$ cat src/rtl/ysyx_25040101_lsu.sv
// ysyx_25040101_lsu -- multi-cycle load/store unit.
//
// Sits between decode/execute and a valid/ready data-memory bus. It accepts
// one memory op at a time and issues a single word-aligned bus request.
// Store data is replicated into byte lanes with a write mask. Load data is
// extracted from the returned word and zero- or sign-extended.
//
// Ports:
//   clk, rst_n            core clock, asynchronous active-low reset
//   req_valid_i           core presents an op (held until done_o)
//   rd_*_i / wr_*_i       one-hot access enables (lbu/lb/lhu/lh/lw/sb/sh/sw)
//   addr_i, wdata_i       effective byte address, unaligned store data
//   busy_o, done_o        op in flight / one-cycle completion pulse
//   rdata_o, err_o        load result and error status, valid with done_o
//   mem_req_*             bus request channel (word address, lane data, mask)
//   mem_rsp_*             bus response channel (raw word, error)
//
// Build option: define LSU_MISALIGN_CHK_EN to reject misaligned halfword and
// word accesses with err_o instead of issuing them to the bus.

module ysyx_25040101_lsu #(
  parameter int ADDR_W = 32,
  parameter int DATA_W = 32
) (
  input  logic              clk,
  input  logic              rst_n,
  input  logic              req_valid_i,
  input  logic              rd_1b_i,
  input  logic              rd_1b_sext_i,
  input  logic              rd_2b_i,
  input  logic              rd_2b_sext_i,
  input  logic              rd_4b_i,
  input  logic              wr_1b_i,
  input  logic              wr_2b_i,
  input  logic              wr_4b_i,
  input  logic [ADDR_W-1:0] addr_i,
  input  logic [DATA_W-1:0] wdata_i,
  output logic              busy_o,
  output logic              done_o,
  output logic [DATA_W-1:0] rdata_o,
  output logic              err_o,
  output logic              mem_req_valid_o,
  input  logic              mem_req_ready_i,
  output logic              mem_req_wen_o,
  output logic [ADDR_W-1:0] mem_req_addr_o,
  output logic [DATA_W-1:0] mem_req_wdata_o,
  output logic [3:0]        mem_req_wmask_o,
  input  logic              mem_rsp_valid_i,
  output logic              mem_rsp_ready_o,
  input  logic [DATA_W-1:0] mem_rsp_rdata_i,
  input  logic              mem_rsp_err_i
);

  typedef enum logic [1:0] {IDLE = 2'd0, REQ = 2'd1, RSP = 2'd2, DONE = 2'd3} state_t;

  state_t state_reg, state_next;

  // Enable vector, bit order: lbu, lb, lhu, lh, lw, sb, sh, sw.
  logic [7:0] op_en;
  logic [1:0] off;
  logic       any_en, multi_en, misalign, bad_op, accept;

  assign op_en    = {wr_4b_i, wr_2b_i, wr_1b_i, rd_4b_i,
                     rd_2b_sext_i, rd_2b_i, rd_1b_sext_i, rd_1b_i};
  assign off      = addr_i[1:0];
  assign any_en   = |op_en;
  // Clearing the lowest set bit leaves something only if two or more are set.
  assign multi_en = (op_en & (op_en - 8'd1)) != 8'd0;

`ifdef LSU_MISALIGN_CHK_EN
  assign misalign = ((rd_2b_i | rd_2b_sext_i | wr_2b_i) & off[0]) |
                    ((rd_4b_i | wr_4b_i) & (off != 2'b00));
`else
  assign misalign = 1'b0;
`endif

  assign bad_op = multi_en | misalign;
  assign accept = (state_reg == IDLE) & req_valid_i & any_en;

  // Store lane formatting from the live inputs; latched at accept.
  logic [DATA_W-1:0] st_data;
  logic [3:0]        st_mask;
  logic              st_wen;

  always_comb begin
    st_data = '0;
    st_mask = 4'b0000;
    st_wen  = wr_1b_i | wr_2b_i | wr_4b_i;
    if (wr_1b_i) begin
      st_data = {4{wdata_i[7:0]}};
      st_mask = 4'b0001 << off;
    end else if (wr_2b_i) begin
      st_data = {2{wdata_i[15:0]}};
      st_mask = 4'b0011 << {off[1], 1'b0};
    end else if (wr_4b_i) begin
      st_data = wdata_i;
      st_mask = 4'b1111;
    end
  end

  logic [7:0]        op_reg;
  logic [1:0]        off_reg;
  logic [ADDR_W-1:0] req_addr_reg;
  logic [DATA_W-1:0] req_wdata_reg;
  logic [3:0]        req_wmask_reg;
  logic              req_wen_reg;
  logic [DATA_W-1:0] rdata_reg;
  logic              err_reg;

  // Load extraction from the raw response word; only sampled into rdata_reg,
  // so nothing on the response bus reaches the outputs combinationally.
  logic [DATA_W-1:0] byte_shift, half_shift, load_data;

  assign byte_shift = mem_rsp_rdata_i >> {off_reg, 3'b000};
  assign half_shift = mem_rsp_rdata_i >> {off_reg[1], 4'b0000};

  always_comb begin
    load_data = '0;
    if (op_reg[0])      load_data = {24'd0, byte_shift[7:0]};
    else if (op_reg[1]) load_data = {{24{byte_shift[7]}}, byte_shift[7:0]};
    else if (op_reg[2]) load_data = {16'd0, half_shift[15:0]};
    else if (op_reg[3]) load_data = {{16{half_shift[15]}}, half_shift[15:0]};
    else if (op_reg[4]) load_data = mem_rsp_rdata_i;
  end

  // State register.
  always_ff @(posedge clk or negedge rst_n) begin
    if (!rst_n) state_reg <= IDLE;
    else        state_reg <= state_next;
  end

  // Next-state logic.
  always_comb begin
    state_next = state_reg;
    case (state_reg)
      IDLE:    if (accept) state_next = bad_op ? DONE : REQ;
      REQ:     if (mem_req_ready_i) state_next = RSP;
      RSP:     if (mem_rsp_valid_i) state_next = DONE;
      DONE:    state_next = IDLE;
      default: state_next = IDLE;
    endcase
  end

  // State-decoded outputs.
  always_comb begin
    busy_o          = (state_reg != IDLE);
    done_o          = (state_reg == DONE);
    mem_req_valid_o = (state_reg == REQ);
    mem_rsp_ready_o = (state_reg == RSP);
  end

  // Op/payload capture and result registers.
  always_ff @(posedge clk or negedge rst_n) begin
    if (!rst_n) begin
      op_reg        <= '0;
      off_reg       <= '0;
      req_addr_reg  <= '0;
      req_wdata_reg <= '0;
      req_wmask_reg <= '0;
      req_wen_reg   <= 1'b0;
      rdata_reg     <= '0;
      err_reg       <= 1'b0;
    end else if (accept) begin
      rdata_reg <= '0;
      err_reg   <= bad_op;
      if (!bad_op) begin
        op_reg        <= op_en;
        off_reg       <= off;
        req_addr_reg  <= {addr_i[ADDR_W-1:2], 2'b00};
        req_wdata_reg <= st_data;
        req_wmask_reg <= st_mask;
        req_wen_reg   <= st_wen;
      end
    end else if ((state_reg == RSP) && mem_rsp_valid_i) begin
      err_reg   <= mem_rsp_err_i;
      rdata_reg <= mem_rsp_err_i ? '0 : load_data;
    end
  end

  assign mem_req_addr_o  = req_addr_reg;
  assign mem_req_wdata_o = req_wdata_reg;
  assign mem_req_wmask_o = req_wmask_reg;
  assign mem_req_wen_o   = req_wen_reg;
  assign rdata_o         = rdata_reg;
  assign err_o           = err_reg;

endmodule

$ cat config.mk
export PLATFORM = sky130hd
export DESIGN_NAME = ysyx_25040101_lsu
export DESIGN_NICKNAME = d
export VERILOG_FILES = /design/src/rtl/ysyx_25040101_lsu.sv
export SDC_FILE = /design/constraint.sdc
export NUM_CORES = 1
export LEC_CHECK = 0
export ABC_AREA = 1
export BUFFER_PORTS_ARGS = -buffer_cell sky130_fd_sc_hd__buf_4
export CORE_AREA = 3 3 115 117
export CTS_CLUSTER_DIAMETER = 120
export DETAILED_ROUTE_END_ITERATION = 10
export DIE_AREA = 0 0 118 120
export GPL_TIMING_DRIVEN = 0
export PLACE_DENSITY_LB_ADDON = 0.25
export REMOVE_ABC_BUFFERS = 1
export SETUP_SLACK_MARGIN = 0.05
export SYNTH_ARGS = -nofsm -noshare
export SYNTH_HDL_FRONTEND = slang
export SYNTH_SLANG_ARGS = --single-unit
$ cat constraint.sdc
create_clock -name clk -period 1.8 [get_ports clk]
set_input_delay 0.18 -clock clk [delete_from_list [all_inputs] [get_ports clk]]
set_output_delay 0.18 -clock clk [all_outputs]
set_load 0.005 [all_outputs]
==> insert_results.sql, run 1 <==
INSERT INTO impl_metrics (metric_group, metric, value, unit) VALUES
('outcome', 'status', 'complete, no violations', ''),
('clock_tree', 'numCtsBuffers', '9', ''),
('clock_tree', 'clk_transition_reported_paths', '0.08', 'ns'),
('worst_setup_path', 'worstReg2RegStart', 'off_reg[1]', ''),
('synthesis', 'synth.ff_latch_count', '109', ''),
('sta', 'timing_max_transition_violations_final', '0', ''),
('grt', 'antenna_found_initial', '0', ''),
('placed_design', 'dpl_worst_slack', '-1.44', 'ns'),
('final_layout', 'number_of_antenna_repair_diodes', '0', ''),
('detailed_routing', 'via_count', '6511', ''),
('sta', 'report.final.setup_viol', '0', ''),
('pwr', 'switching_share', '34.8', '%'),
('worst_setup_path', 'cell_repeated_most_along_the_worst_path', 'sky130_fd_sc_hd__nand2_1', ''),
('final_layout', 'final_cell_area', '0.00850', 'sq mm'),
('grt', 'top_usage_layer', 'met2', ''),
('pwr', 'ir_worst_vdd', '0.500', 'mV'),
('synthesis', 'ys.warnings.count', '0', ''),
('worst_setup_path', 'critPathSlowestCell', 'sky130_fd_sc_hd__dfrtp_4', ''),
('sta', 'timing_worst_slew_pin_value', '0.714', 'ns'),
('final_layout', 'post-route-util', '68.2', '%'),
('die', 'floorplan.io_pins', '216', ''),
('worst_setup_path', 'timing_worst_setup_path_type', 'reg2reg', ''),
('pwr', 'p_int', '0.00496', 'W'),
('worst_setup_path', 'timing.reg2reg.worst_path_depth', '11', ''),
('pwr', 'power.density_cell_area', '895', 'mW/mm^2'),
('synthesis', 'sequential_cell_area_fraction_in_the_yosys_report', '44.2', '%'),
('pwr', 'p_comb_share', '35.3', '%'),
('pwr', 'clockPowerShare', '26.7', '%'),
('clock_tree', 'cts.sink_count', '109', ''),
('final_layout', 'seq_area', '0.00273', 'sq mm'),
('synthesis', 'post-synth-top-area-cell', 'sky130_fd_sc_hd__dfrtp_1', ''),
('grt', 'use_met1', '33.0', '%'),
('placed_design', 'dpl_cell_area', '0.00767', 'sq mm'),
('hold_path', 'holdCritPathClass', 'in2reg', ''),
('clock_tree', 'max-clock-path-buffers', '2', ''),
('sta', 'timing.clock.skew', '0.00676', 'ns'),
('sta', 'maxClockFrequency', '0.576', 'GHz'),
('clock_tree', 'cts.htree.levels', '3', ''),
('synthesis', 'synth_edf_count', '0', ''),
('final_layout', 'multi_input_comb_area', '0.00303', 'sq mm'),
('grt', 'gr-total-overflow', '0', ''),
('hold_path', 'hold_path_startpoint', 'addr_i[16]', ''),
('hold_path', 'timing.hold.worst_path_depth', '3', ''),
('worst_setup_path', 'timing.critical_path.from_type', 'flip-flop', ''),
('placed_design', 'gp_routability_congestion', '0.898', ''),
('detailed_routing', 'post_drt_via_cell_ratio', '5.22', ''),
('synthesis', 'synth.most_common_cell', 'sky130_fd_sc_hd__nand2_1', ''),
('synthesis', 'syn-cell-area', '0.00617', 'sq mm'),
('die', 'core-area', '0.0125', 'sq mm'),
('synthesis', 'ys_top_cells_by_count', '417 x sky130_fd_sc_hd__nand2_1, 109 x sky130_fd_sc_hd__dfrtp_1, 92 x sky130_fd_sc_hd__nand3_1, 58 x sky130_fd_sc_hd__inv_1, 38 x sky130_fd_sc_hd__o21ai_0', ''),
('sta', 'post-route-min-period', '1.74', 'ns'),
('die', 'initial_cell_density_of_the_core', '49.5', '%'),
('placed_design', 'portBuffers', '213', ''),
('placed_design', 'place_hpwl', '12000', 'um'),
('sta', 'slew_headroom', '52.4', '%'),
('detailed_routing', 'detail_route.wl_per_cell', '15.9', 'um'),
('worst_setup_path', 'worstPathArrival', '1.98', 'ns'),
('detailed_routing', 'first_iter_violations', '407', ''),
('sta', 'hold_violations', '0', ''),
('final_layout', 'final_layout_size_suffix_gt1_share', '28.8', '%'),
('sta', 'unrepaired_setup_endpoints_after_global_routing', 'yes', ''),
('sta', 'layout_setup_ws', '0.0624', 'ns'),
('job', 'cap_viol_max_count', '0', ''),
('detailed_routing', 'routed_wirelength', '19900', 'um'),
('synthesis', 'ys_top_cells_by_area', 'sky130_fd_sc_hd__dfrtp_1 44%, sky130_fd_sc_hd__nand2_1 25%, sky130_fd_sc_hd__nand3_1 7.5%', ''),
('final_layout', 'area_growth', '37.7', '%'),
('synthesis', 'post_synth.cell_area_avg', '7.14', 'sq um'),
('grt', 'gr-usage-all-layers', '26.2', '%'),
('pwr', 'power.net_switching', '0.00265', 'W'),
('worst_setup_path', 'reg2reg_slack', '0.06', 'ns'),
('worst_setup_path', 'critical_path.cell_chain', 'clkinvlp_4 -> nand2_1 -> nand2_2 -> nand2_1 -> nand2_2 -> nor2_2 -> nor2_4 -> buf_12 -> clkbuf_16 -> nand2_1 -> nand2_1', '');
==> worst max-delay path, delay by kind of cell (launching register included) <==
kind	cells	cell delay [ns]
flops	1	0.48
simple gates	8	0.73
buf+inv	3	0.41
==> timing repair <==
action | 4_1_cts | 5_1_grt
buffers inserted | 9 | 7
pin swaps | 1 | 2
gates resized for setup | 23 | 24
endpoints found under the setup margin | 107 | 107
hold endpoints to repair | 0 | 42
cloned | 4 | 8
hold buffers | 0 | 1
==> power groups by stage <==
stage	logic (W)	registers (W)	clock network, W
after CTS	0.00244	0.00288	0.00207
after floorplan	0.00109	0.00293	0
after global routing	0.00294	0.00292	0.00217
final	0.00269	0.00289	0.00203
after detailed placement	0.00214	0.00292	0
after global placement	0.00211	0.00292	0
==> placed cells by master, fill, tap and decap left out, types with 3 or more instances in the layout <==
master	count
sky130_fd_sc_hd__nand2_1	411
sky130_fd_sc_hd__buf_4	225
sky130_fd_sc_hd__dfrtp_1	108
sky130_fd_sc_hd__nand3_1	91
sky130_fd_sc_hd__inv_1	54
sky130_fd_sc_hd__o21ai_0	37
sky130_fd_sc_hd__nand2_2	21
sky130_fd_sc_hd__nor2_1	16
sky130_fd_sc_hd__clkbuf_16	11
sky130_fd_sc_hd__o211ai_1	8
sky130_fd_sc_hd__a22oi_1	8
sky130_fd_sc_hd__inv_6	5
sky130_fd_sc_hd__nand2_8	5
sky130_fd_sc_hd__a32oi_1	5
sky130_fd_sc_hd__nor2_2	4
sky130_fd_sc_hd__nor2_4	4
sky130_fd_sc_hd__a21oi_1	4
sky130_fd_sc_hd__o31ai_1	4
sky130_fd_sc_hd__ha_1	4
sky130_fd_sc_hd__clkinvlp_4	3
sky130_fd_sc_hd__inv_8	3
sky130_fd_sc_hd__nand4_1	3
sky130_fd_sc_hd__bufinv_16	3
sky130_fd_sc_hd__a31oi_1	3
sky130_fd_sc_hd__buf_6	3
==> per-stage QoR <==
step           setup TNS [ns]  cells  hold slack (ns)
2_1_floorplan          -99.63    817           -0.116
3_3_place_gp          -214.47   1202            0.407
3_5_place_dp          -116.81   1202            0.413
4_1_cts                     0   1231           0.0361
5_1_grt                -0.116   1248           0.0433
6_report                    0   1248           0.0474
==> final cells by class <==
type,count,area share [%]
Clock buffer,10,2.69
Clock inverter,6,0.839
Inverter,65,3.78
Multi-Input combinational cell,646,35.6
Sequential cell,109,32.1
Tap cell,172,2.53
Timing Repair Buffer,234,21.8
Timing Repair inverter,6,0.604
==> metal layers <==
layer  vias to the layer above  share of wire, %
li1                       3140                 -
met1                      3044                41
met2                       289                48
met3                        38               8.4
met4                         0               2.4
met5                         -                 0
==> cells by family after synthesis <==
group                      count (synthesis)  share of synthesized area (%)
DFF                                      109                           44.2
AOI/OAI and AO/OA                         74                           7.46
buffers and inverters                    114                           9.45
adders and majority gates                  5                           1.01
and+or+nand+nor                          562                           37.8
other                                      1                         0.0608
==> worst max path at each step <==
stage / endpoint / start / slack [ns] / cells after the start
final: rdata_o[8] / off_reg[1] / 0.06 / 11
after global routing: rdata_o[8] / off_reg[1] / -0.02 / 11
after CTS: mem_req_wmask_o[2] / state_reg[1] / 0.03 / 8
after detailed placement: mem_req_wdata_o[16] / wr_1b_i / -1.44 / 11
after global placement: mem_req_addr_o[16] / state_reg[0] / -2.74 / 8
after floorplan: err_o / state_reg[0] / -1.33 / 8
Note: power is estimated with default switching activity, not from simulation.
==> run 2, diff against run 1 <==
--- a/config.mk
+++ b/config.mk
@@ -12,7 +12,7 @@
 export DETAILED_ROUTE_END_ITERATION = 10
 export DIE_AREA = 0 0 118 120
 export GPL_TIMING_DRIVEN = 0
-export PLACE_DENSITY_LB_ADDON = 0.25
+export PLACE_DENSITY = 0.77
 export REMOVE_ABC_BUFFERS = 1
 export SETUP_SLACK_MARGIN = 0.05
 export SYNTH_ARGS = -nofsm -noshare
==> run 2 against run 1 <==
Final cell count is 0.56% higher. Highest routed layer unchanged. Fmax is 3.0% higher. Sequential power hardly changed. Flip-flop and latch count stayed put. Largest cell class unchanged. Global-route usage is 1.9 points higher. Largest power group unchanged. First-iteration DRC count is 53% higher.
==> insert_results.sql, run 2 (same netlist as run 1, synthesis figures left out) <==
INSERT INTO impl_metrics (metric_group, metric, value, unit) VALUES
('detailed_routing', 'top_signal_layer_used', 'met4', ''),
('sta', 'timing.clock.skew', '0.00942', 'ns'),
('worst_setup_path', 'critical_path.cell_chain', 'nor2_1 -> nand2_1 -> nor2_2 -> nand2_1 -> nand3_1 -> nand2_1 -> nand2_1', ''),
('clock_tree', 'cts.sink_count', '109', ''),
('sta', 'slew_headroom', '52.9', '%'),
('sta', 'report.final.setup_viol', '0', ''),
('detailed_routing', 'detail_route.wl_per_cell', '16.3', 'um'),
('pwr', 'power.density_cell_area', '896', 'mW/mm^2'),
('die', 'initial_cell_density_of_the_core', '49.5', '%'),
('final_layout', 'post-route-util', '68.5', '%'),
('worst_setup_path', 'worstReg2RegStart', 'op_reg[1]', ''),
('sta', 'unrepaired_setup_endpoints_after_global_routing', 'yes', ''),
('worst_setup_path', 'timing_worst_setup_path_type', 'reg2reg', ''),
('sta', 'timing_worst_slew_pin_value', '0.706', 'ns'),
('clock_tree', 'max-clock-path-buffers', '2', ''),
('worst_setup_path', 'cell_repeated_most_along_the_worst_path', 'sky130_fd_sc_hd__nand2_1', ''),
('pwr', 'power.net_switching', '0.00270', 'W'),
('grt', 'antenna_found_initial', '0', ''),
('worst_setup_path', 'path_depth', '7', ''),
('sta', 'final_min_period_over_clock_period', '93.7', '%'),
('detailed_routing', 'first_iter_violations', '622', ''),
('pwr', 'power.sequential.fraction', '37.8', '%'),
('worst_setup_path', 'critical_path.max_fanout', '10', ''),
('sta', 'post-route-min-period', '1.69', 'ns'),
('sta', 'layout_setup_ws', '0.114', 'ns'),
('die', 'floorplan.io_pins', '216', ''),
('pwr', 'switching_share', '35.3', '%'),
('sta', 'timing_max_transition_violations_final', '0', ''),
('detailed_routing', 'routed_wirelength', '20400', 'um'),
('die', 'rows', '41', ''),
('worst_setup_path', 'timing.reg2reg.worst_path_depth', '7', ''),
('die', 'die-width', '118', 'um'),
('final_layout', 'layout_commonest_cell', 'sky130_fd_sc_hd__nand2_1', ''),
('grt', 'gr-total-overflow', '0', ''),
('grt', 'gr-usage-all-layers', '28.0', '%'),
('detailed_routing', 'postRouteAntennaNets', '0', ''),
('placed_design', 'portBuffers', '213', ''),
('detailed_routing', 'drt-pass1-iter-count', '6', ''),
('worst_setup_path', 'critical_path_buf_inv_count', '0', ''),
('worst_setup_path', 'timing.critical_path.from_type', 'flip-flop', ''),
('die', 'dieArea', '0.0142', 'sq mm'),
('grt', 'global_route_wire_length_before_repair', '31600', 'um'),
('grt', 'grt_pass1_vias', '6158', ''),
('worst_setup_path', 'reg2reg_slack', '0.11', 'ns'),
('clock_tree', 'clkLatencyLatePin', '0.36', 'ns'),
('final_layout', 'nFillCells', '1091', ''),
('worst_setup_path', 'required', '2.10', 'ns'),
('die', 'core-area', '0.0125', 'sq mm'),
('placed_design', 'gp_routability_congestion', '0.931', ''),
('worst_setup_path', 'timing.rr.end', 'rdata_o[0]', ''),
('pwr', 'ir_worst_vdd', '0.454', 'mV'),
('hold_path', 'holdCritPathClass', 'in2reg', ''),
('clock_tree', 'clockRootBuffer', 'sky130_fd_sc_hd__clkbuf_16', ''),
('pwr', 'p_comb_share', '35.6', '%'),
('clock_tree', 'clk_transition_reported_paths', '0.08', 'ns'),
('worst_setup_path', 'critical_path.endpoint_type', 'flip-flop', ''),
('final_layout', 'area_growth', '38.4', '%'),
('worst_setup_path', 'critPathSlowestCell', 'sky130_fd_sc_hd__dfrtp_1', ''),
('job', 'cap_viol_max_count', '0', ''),
('detailed_routing', 'detailroute.wirelength.met3', '2110', 'um'),
('sta', 'fin_tns_setup', '0', 'ns'),
('clock_tree', 'cts.htree.levels', '3', ''),
('worst_setup_path', 'cpPeakStageDelay', '0.56', 'ns'),
('detailed_routing', 'via_count', '6560', ''),
('hold_path', 'hold_path_startpoint', 'addr_i[23]', ''),
('clock_tree', 'cts_tree', 'done', ''),
('detailed_routing', 'met2_wirelength', '9770', 'um'),
('final_layout', 'number_of_antenna_repair_diodes', '0', ''),
('pwr', 'report.power.total', '0.00765', 'W'),
('die', 'fp.dieH', '120', 'um'),
('worst_setup_path', 'worstSetupEndpoint', 'rdata_o[0]', ''),
('placed_design', 'dpl_worst_slack', '-1.64', 'ns'),
('grt', 'grt_start_max_net_pins', '110', ''),
('sta', 'maxClockFrequency', '0.593', 'GHz'),
('detailed_routing', 'post_drt_via_cell_ratio', '5.23', ''),
('final_layout', 'final_layout_size_suffix_gt1_share', '29.0', '%'),
('detailed_routing', 'remaining_drc_errors', '0', ''),
('final_layout', 'finish.net_count', '1193', ''),
('worst_setup_path', 'critical_path.startpoint', 'op_reg[1]', ''),
('pwr', 'clockPowerShare', '26.5', '%'),
('clock_tree', 'numCtsBuffers', '9', ''),
('final_layout', 'mostFrequentLayoutCells', '414 x sky130_fd_sc_hd__nand2_1, 229 x sky130_fd_sc_hd__buf_4, 108 x sky130_fd_sc_hd__dfrtp_1', ''),
('outcome', 'status', 'complete, no violations', ''),
('detailed_routing', 'wl_met1', '8060', 'um'),
('sta', 'hold_violations', '0', ''),
('worst_setup_path', 'worstPathArrival', '1.99', 'ns'),
('pwr', 'power_leakage', '5.10', 'nW'),
('pwr', 'p_int', '0.00495', 'W'),
('worst_setup_path', 'family_with_the_most_delay_on_the_worst_path', 'simple AND/OR/NAND/NOR gates', ''),
('placed_design', 'place_hpwl', '12400', 'um');
==> run 2: how the worst min path moves through the flow <==
stage	cells past startpoint	end
after floorplan	0	err_o
after global placement	3	mem_req_addr_o[30]
after detailed placement	3	mem_req_addr_o[23]
after CTS	3	mem_req_addr_o[23]
after global routing	3	mem_req_addr_o[31]
final	3	mem_req_addr_o[23]
==> run 2: area by class of cell <==
type	count	area [sq um]	share of cell area [%]
timing repair buffer	241	1950	22.8
clock buffer	11	233	2.72
timing repair inverter	6	51.3	0.601
tap	172	215	2.52
sequential	109	2730	32.0
inverter	65	305	3.57
multi-input combinational	646	3000	35.1
clock inverter	5	60.1	0.703
==> run 2: through the flow <==
step           instances  area, sq um  hold WS [ns]
2_1_floorplan        817         5850        -0.116
3_3_place_gp        1202         7660         0.408
3_5_place_dp        1203         7680         0.412
4_1_cts             1241         8350        0.0374
5_1_grt             1255         8540        0.0527
6_report            1255         8540        0.0445
==> run 2: what timing repair did <==
item,4_1_cts,5_1_grt
cloned,9,2
endpoints found under the hold margin,0,52
pin swaps,1,1
gates resized for setup,32,15
endpoints found under the setup margin,107,93
hold buffers,0,1
buffers inserted,13,10
==> run 2: per-layer routing <==
layer	GRT usage (%)	vias to the layer above
met4	10.8	0
met2	46.6	326
li1	-	3152
met1	34.4	3040
met3	8.44	42
met5	0	-
==> run 2: power by group through the flow <==
stage                     combinational (W)  sequential, W  clock, W
final                               0.00273        0.00290   0.00203
after global routing                0.00300        0.00293   0.00214
after CTS                           0.00252        0.00289   0.00206
after detailed placement            0.00215        0.00293         0
after global placement              0.00212        0.00293         0
after floorplan                     0.00109        0.00293         0
==> run 2: worst min-delay path: stages <==
cell and delay [ns]:
sky130_fd_sc_hd__buf_4 0.08, sky130_fd_sc_hd__nand3_1 0.06, sky130_fd_sc_hd__nand2_1 0.06
==> run 3, diff against run 2 <==
--- a/config.mk
+++ b/config.mk
@@ -5,14 +5,14 @@
 export SDC_FILE = /design/constraint.sdc
 export NUM_CORES = 1
 export LEC_CHECK = 0
-export ABC_AREA = 1
+export ABC_AREA = 0
 export BUFFER_PORTS_ARGS = -buffer_cell sky130_fd_sc_hd__buf_4
-export CORE_AREA = 3 3 115 117
+export CORE_AREA = 3 3 109 111
 export CTS_CLUSTER_DIAMETER = 120
 export DETAILED_ROUTE_END_ITERATION = 10
-export DIE_AREA = 0 0 118 120
+export DIE_AREA = 0 0 112 114
 export GPL_TIMING_DRIVEN = 0
-export PLACE_DENSITY = 0.77
+export PLACE_DENSITY = 0.78
 export REMOVE_ABC_BUFFERS = 1
 export SETUP_SLACK_MARGIN = 0.05
 export SYNTH_ARGS = -nofsm -noshare
==> run 3 against run 2 <==
The run now ends with negative setup slack left. Via count shrank 19%. Die area shrank 9.8%. Clock skew grew 0.0018 ns. Utilization grew 6.4 points. Register-to-register slack lost 0.12 ns. Final area shrank 4.5%. Synthesized cell count shrank 38%. Critical path depth grew 1. Critical endpoint is now mem_req_addr_o[19].
==> insert_results.sql, run 3 <==
INSERT INTO impl_metrics (metric_group, metric, value, unit) VALUES
('synthesis', 'synth_compound_gate_area_share', '19.5', '%'),
('worst_setup_path', 'timing.reg2reg.worst_path_depth', '7', ''),
('sta', 'layout_setup_ws', '-0.0769', 'ns'),
('die', 'dieArea', '0.0128', 'sq mm'),
('final_layout', 'final_cell_area', '0.00815', 'sq mm'),
('synthesis', 'post-synth-top-area-fraction', '50.6', '%'),
('sta', 'timing.clock.skew', '0.0112', 'ns'),
('sta', 'post-route-min-period', '1.88', 'ns'),
('worst_setup_path', 'timing.critical_path.from_type', 'primary input', ''),
('worst_setup_path', 'reg2reg_slack', '-0.01', 'ns'),
('placed_design', 'dpl_worst_slack', '-2.49', 'ns'),
('worst_setup_path', 'required', '2.06', 'ns'),
('synthesis', 'ys_top_cells_by_count', '109 x sky130_fd_sc_hd__dfrtp_1, 68 x sky130_fd_sc_hd__nand2_1, 68 x sky130_fd_sc_hd__o21ai_0, 34 x sky130_fd_sc_hd__mux2_1, 30 x sky130_fd_sc_hd__a21oi_1', ''),
('placed_design', 'dpl_cell_area', '0.00697', 'sq mm'),
('detailed_routing', 'remaining_drc_errors', '0', ''),
('grt', 'grt_start_max_net_pins', '110', ''),
('worst_setup_path', 'timing_worst_setup_path_type', 'in2reg', ''),
('synthesis', 'post_synth_num_cell_types', '47', ''),
('sta', 'maxClockFrequency', '0.533', 'GHz'),
('worst_setup_path', 'critical_path.max_fanout', '8', ''),
('synthesis', 'synth.most_common_cell', 'sky130_fd_sc_hd__dfrtp_1', ''),
('final_layout', 'fin_cells', '913', ''),
('sta', 'slew_headroom', '51.6', '%'),
('detailed_routing', 'via_count', '5313', ''),
('detailed_routing', 'post_drt_via_cell_ratio', '5.82', ''),
('hold_path', 'timing.hold.worst_path_depth', '2', ''),
('synthesis', 'synth_ff_type', 'sky130_fd_sc_hd__dfrtp_1', ''),
('grt', 'gr-usage-all-layers', '28.6', '%'),
('hold_path', 'hold_path_startpoint', 'addr_i[23]', ''),
('final_layout', 'area_growth', '51.4', '%'),
('sta', 'timing_max_transition_violations_final', '0', ''),
('die', 'die-width', '112', 'um'),
('synthesis', 'synth_edf_count', '0', ''),
('die', 'initial_cell_density_of_the_core', '49.5', '%'),
('final_layout', 'final_layout_size_suffix_gt1_share', '49.3', '%'),
('final_layout', 'seq_area', '0.00274', 'sq mm'),
('grt', 'gr-total-overflow', '0', ''),
('job', 'cap_viol_max_count', '0', ''),
('final_layout', 'multi_input_comb_area', '0.00296', 'sq mm'),
('synthesis', 'mux_share_of_post_synthesis_cell_area', '11.7', '%'),
('worst_setup_path', 'timing.rr.end', 'mem_req_addr_o[15]', ''),
('detailed_routing', 'routed_wirelength', '18900', 'um'),
('final_layout', 'nFillCells', '757', ''),
('synthesis', 'ys.warnings.count', '0', ''),
('synthesis', 'yosys.area_share.simple', '11.8', '%'),
('placed_design', 'cells_after_dpl', '849', ''),
('hold_path', 'hold_end', 'mem_req_addr_o[23]', ''),
('clock_tree', 'clk_transition_reported_paths', '0.11', 'ns'),
('synthesis', 'synth_cells', '536', ''),
('detailed_routing', 'detail_route.wl_per_cell', '20.7', 'um'),
('placed_design', 'portBuffers', '213', ''),
('grt', 'grt_pass1_vias', '5394', ''),
('worst_setup_path', 'worstReg2RegStart', 'state_reg[0]', ''),
('final_layout', 'finish.net_count', '883', ''),
('clock_tree', 'clockRootBuffer', 'sky130_fd_sc_hd__clkbuf_8', ''),
('die', 'rows', '38', ''),
('pwr', 'ir_worst_vdd', '0.543', 'mV'),
('synthesis', 'ys_top_cells_by_area', 'sky130_fd_sc_hd__dfrtp_1 51%, sky130_fd_sc_hd__mux2_1 7.1%, sky130_fd_sc_hd__o21ai_0 6.3%', ''),
('sta', 'unrepaired_setup_endpoints_after_global_routing', 'yes', ''),
('clock_tree', 'cts.sink_count', '109', ''),
('synthesis', 'synth.ff_latch_count', '109', ''),
('detailed_routing', 'drt-pass1-iter-count', '5', ''),
('synthesis', 'syn-cell-area', '0.00539', 'sq mm'),
('synthesis', 'post_synth.cell_area_avg', '10.0', 'sq um'),
('final_layout', 'mostFrequentLayoutCells', '235 x sky130_fd_sc_hd__buf_4, 104 x sky130_fd_sc_hd__dfrtp_1, 67 x sky130_fd_sc_hd__nand2_1', ''),
('synthesis', 'post-synth-top-area-cell', 'sky130_fd_sc_hd__dfrtp_1', ''),
('final_layout', 'number_of_antenna_repair_diodes', '0', ''),
('pwr', 'power_leakage', '4.01', 'nW'),
('final_layout', 'layout_commonest_cell', 'sky130_fd_sc_hd__buf_4', ''),
('detailed_routing', 'first_iter_violations', '432', ''),
('synthesis', 'synth_top_family_by_area', 'compound AO/OA/AOI/OAI gates', ''),
('sta', 'fin_tns_setup', '-2.15', 'ns'),
('clock_tree', 'clkLatencyLatePin', '0.37', 'ns'),
('clock_tree', 'cts.htree.levels', '3', ''),
('die', 'core-area', '0.0109', 'sq mm'),
('synthesis', 'synth_adder_area_share', '1.35', '%'),
('grt', 'global_route_wire_length_before_repair', '29000', 'um'),
('synthesis', 'synthArstFlopShare', '100', '%'),
('hold_path', 'holdCritPathClass', 'in2reg', ''),
('sta', 'final_min_period_over_clock_period', '104', '%'),
('die', 'floorplan.io_pins', '216', ''),
('grt', 'antenna_found_initial', '0', ''),
('pwr', 'power.density_cell_area', '1050', 'mW/mm^2'),
('synthesis', 'sequential_cell_area_fraction_in_the_yosys_report', '50.6', '%'),
('detailed_routing', 'postRouteAntennaNets', '0', ''),
('outcome', 'violations', 'negative setup slack', ''),
('clock_tree', 'cts_tree', 'done', ''),
('sta', 'timing_worst_slew_pin_value', '0.722', 'ns'),
('placed_design', 'place_hpwl', '11900', 'um'),
('die', 'fp.dieH', '114', 'um'),
('synthesis', 'synth_xor_xnor_area_share', '0', '%'),
('clock_tree', 'max-clock-path-buffers', '2', ''),
('worst_setup_path', 'critical_path.endpoint_type', 'flip-flop', ''),
('clock_tree', 'numCtsBuffers', '9', ''),
('outcome', 'status', 'finished, violations left', ''),
('worst_setup_path', 'worstPathArrival', '2.14', 'ns'),
('sta', 'hold_violations', '0', ''),
('sta', 'report.final.setup_viol', '51', ''),
('placed_design', 'gp_routability_congestion', '0.909', '');
## run 3: cell count changes in the layout (fill, tap and decap cells not counted), moves of 11 or more
| cell | before | now |
|---|---|---|
| sky130_fd_sc_hd__nand3_1 | 91 | 8 |
| sky130_fd_sc_hd__inv_1 | 54 | 6 |
| sky130_fd_sc_hd__nor2_1 | 15 | 27 |
| sky130_fd_sc_hd__a22oi_2 | 0 | 14 |
| sky130_fd_sc_hd__clkbuf_8 | 0 | 11 |
| sky130_fd_sc_hd__o21ai_1 | 2 | 28 |
| sky130_fd_sc_hd__o21ai_0 | 37 | 51 |
| sky130_fd_sc_hd__nand2_1 | 414 | 67 |
| sky130_fd_sc_hd__a21oi_1 | 4 | 27 |
| sky130_fd_sc_hd__nand2_2 | 18 | 0 |
| sky130_fd_sc_hd__mux2_4 | 0 | 43 |
## run 3: cell type report
type | count | share of cell area (%)
Multi-Input combinational cell | 386 | 36.3
Sequential cell | 109 | 33.6
Timing Repair Buffer | 254 | 25.0
Tap cell | 140 | 2.15
Clock buffer | 11 | 1.86
Clock inverter | 5 | 0.721
Inverter | 8 | 0.368
## run 3: worst max path at each step
stage	from	end	slack (ns)	depth (start not counted)
after floorplan	state_reg[0]	op_reg[0]	-1.38	6
after global placement	state_reg[0]	mem_req_wdata_o[28]	-2.39	6
after detailed placement	state_reg[0]	mem_req_addr_o[27]	-2.49	6
after CTS	rd_2b_i	mem_req_addr_o[11]	-0.04	8
after global routing	rd_2b_i	mem_req_addr_o[28]	-0.10	8
final	rd_2b_i	mem_req_addr_o[19]	-0.08	8
## run 3: timing repair
| action | 4_1_cts | 5_1_grt |
|---|---|---|
| buffers inserted | 30 | 7 |
| hold buffers | 2 | 1 |
| pin swaps | 26 | 11 |
| resized for setup | 101 | 49 |
| gates cloned | 5 | 3 |
| hold endpoints to repair | 2 | 46 |
| setup endpoints to repair | 107 | 101 |
## run 3: cells by family after synthesis
| kind of cell | Yosys count |
|---|---|
| AOI/OAI and AO/OA | 174 |
| and+or+nand+nor | 140 |
| DFF | 109 |
| muxes | 56 |
| buffers and inverters | 50 |
| adders and majority gates | 6 |
| other | 1 |
## run 3: power breakdown
group / leakage [nW] / total, W / internal (W) / switching, W
combinational: 2.42 / 0.00370 / 0.00192 / 0.00178
clock: 0.102 / 0.00156 / 0.000720 / 0.000838
sequential: 1.48 / 0.00334 / 0.00296 / 0.000375
## run 3: critical path, stage by stage
cell and delay (ns):
sky130_fd_sc_hd__buf_8 0.10, sky130_fd_sc_hd__or4_4 0.58, sky130_fd_sc_hd__a2111oi_4 0.36, sky130_fd_sc_hd__nor3b_4 0.12
sky130_fd_sc_hd__buf_12 0.17, sky130_fd_sc_hd__nor2_4 0.14, sky130_fd_sc_hd__buf_8 0.16, sky130_fd_sc_hd__mux2_1 0.32
## run 3: metrics by stage
stage	hold WS, ns	util (%)	total power [W]
after global routing	0.00117	74.9	0.00909
after CTS	0.000337	71.8	0.00812
after global placement	0.396	63.6	0.00595
final	0.0131	74.9	0.00860
after floorplan	-0.116	-	0.00457
after detailed placement	0.401	64.0	0.00608
## run 3: routing by layer
metal  up-vias  GRT usage [%]  share of wire, %
li1       2389              -                 -
met1      2579           35.7                38
met2       304           47.5                49
met3        41           8.54               9.8
met4         0           10.1               3.1
met5         -              0                 0
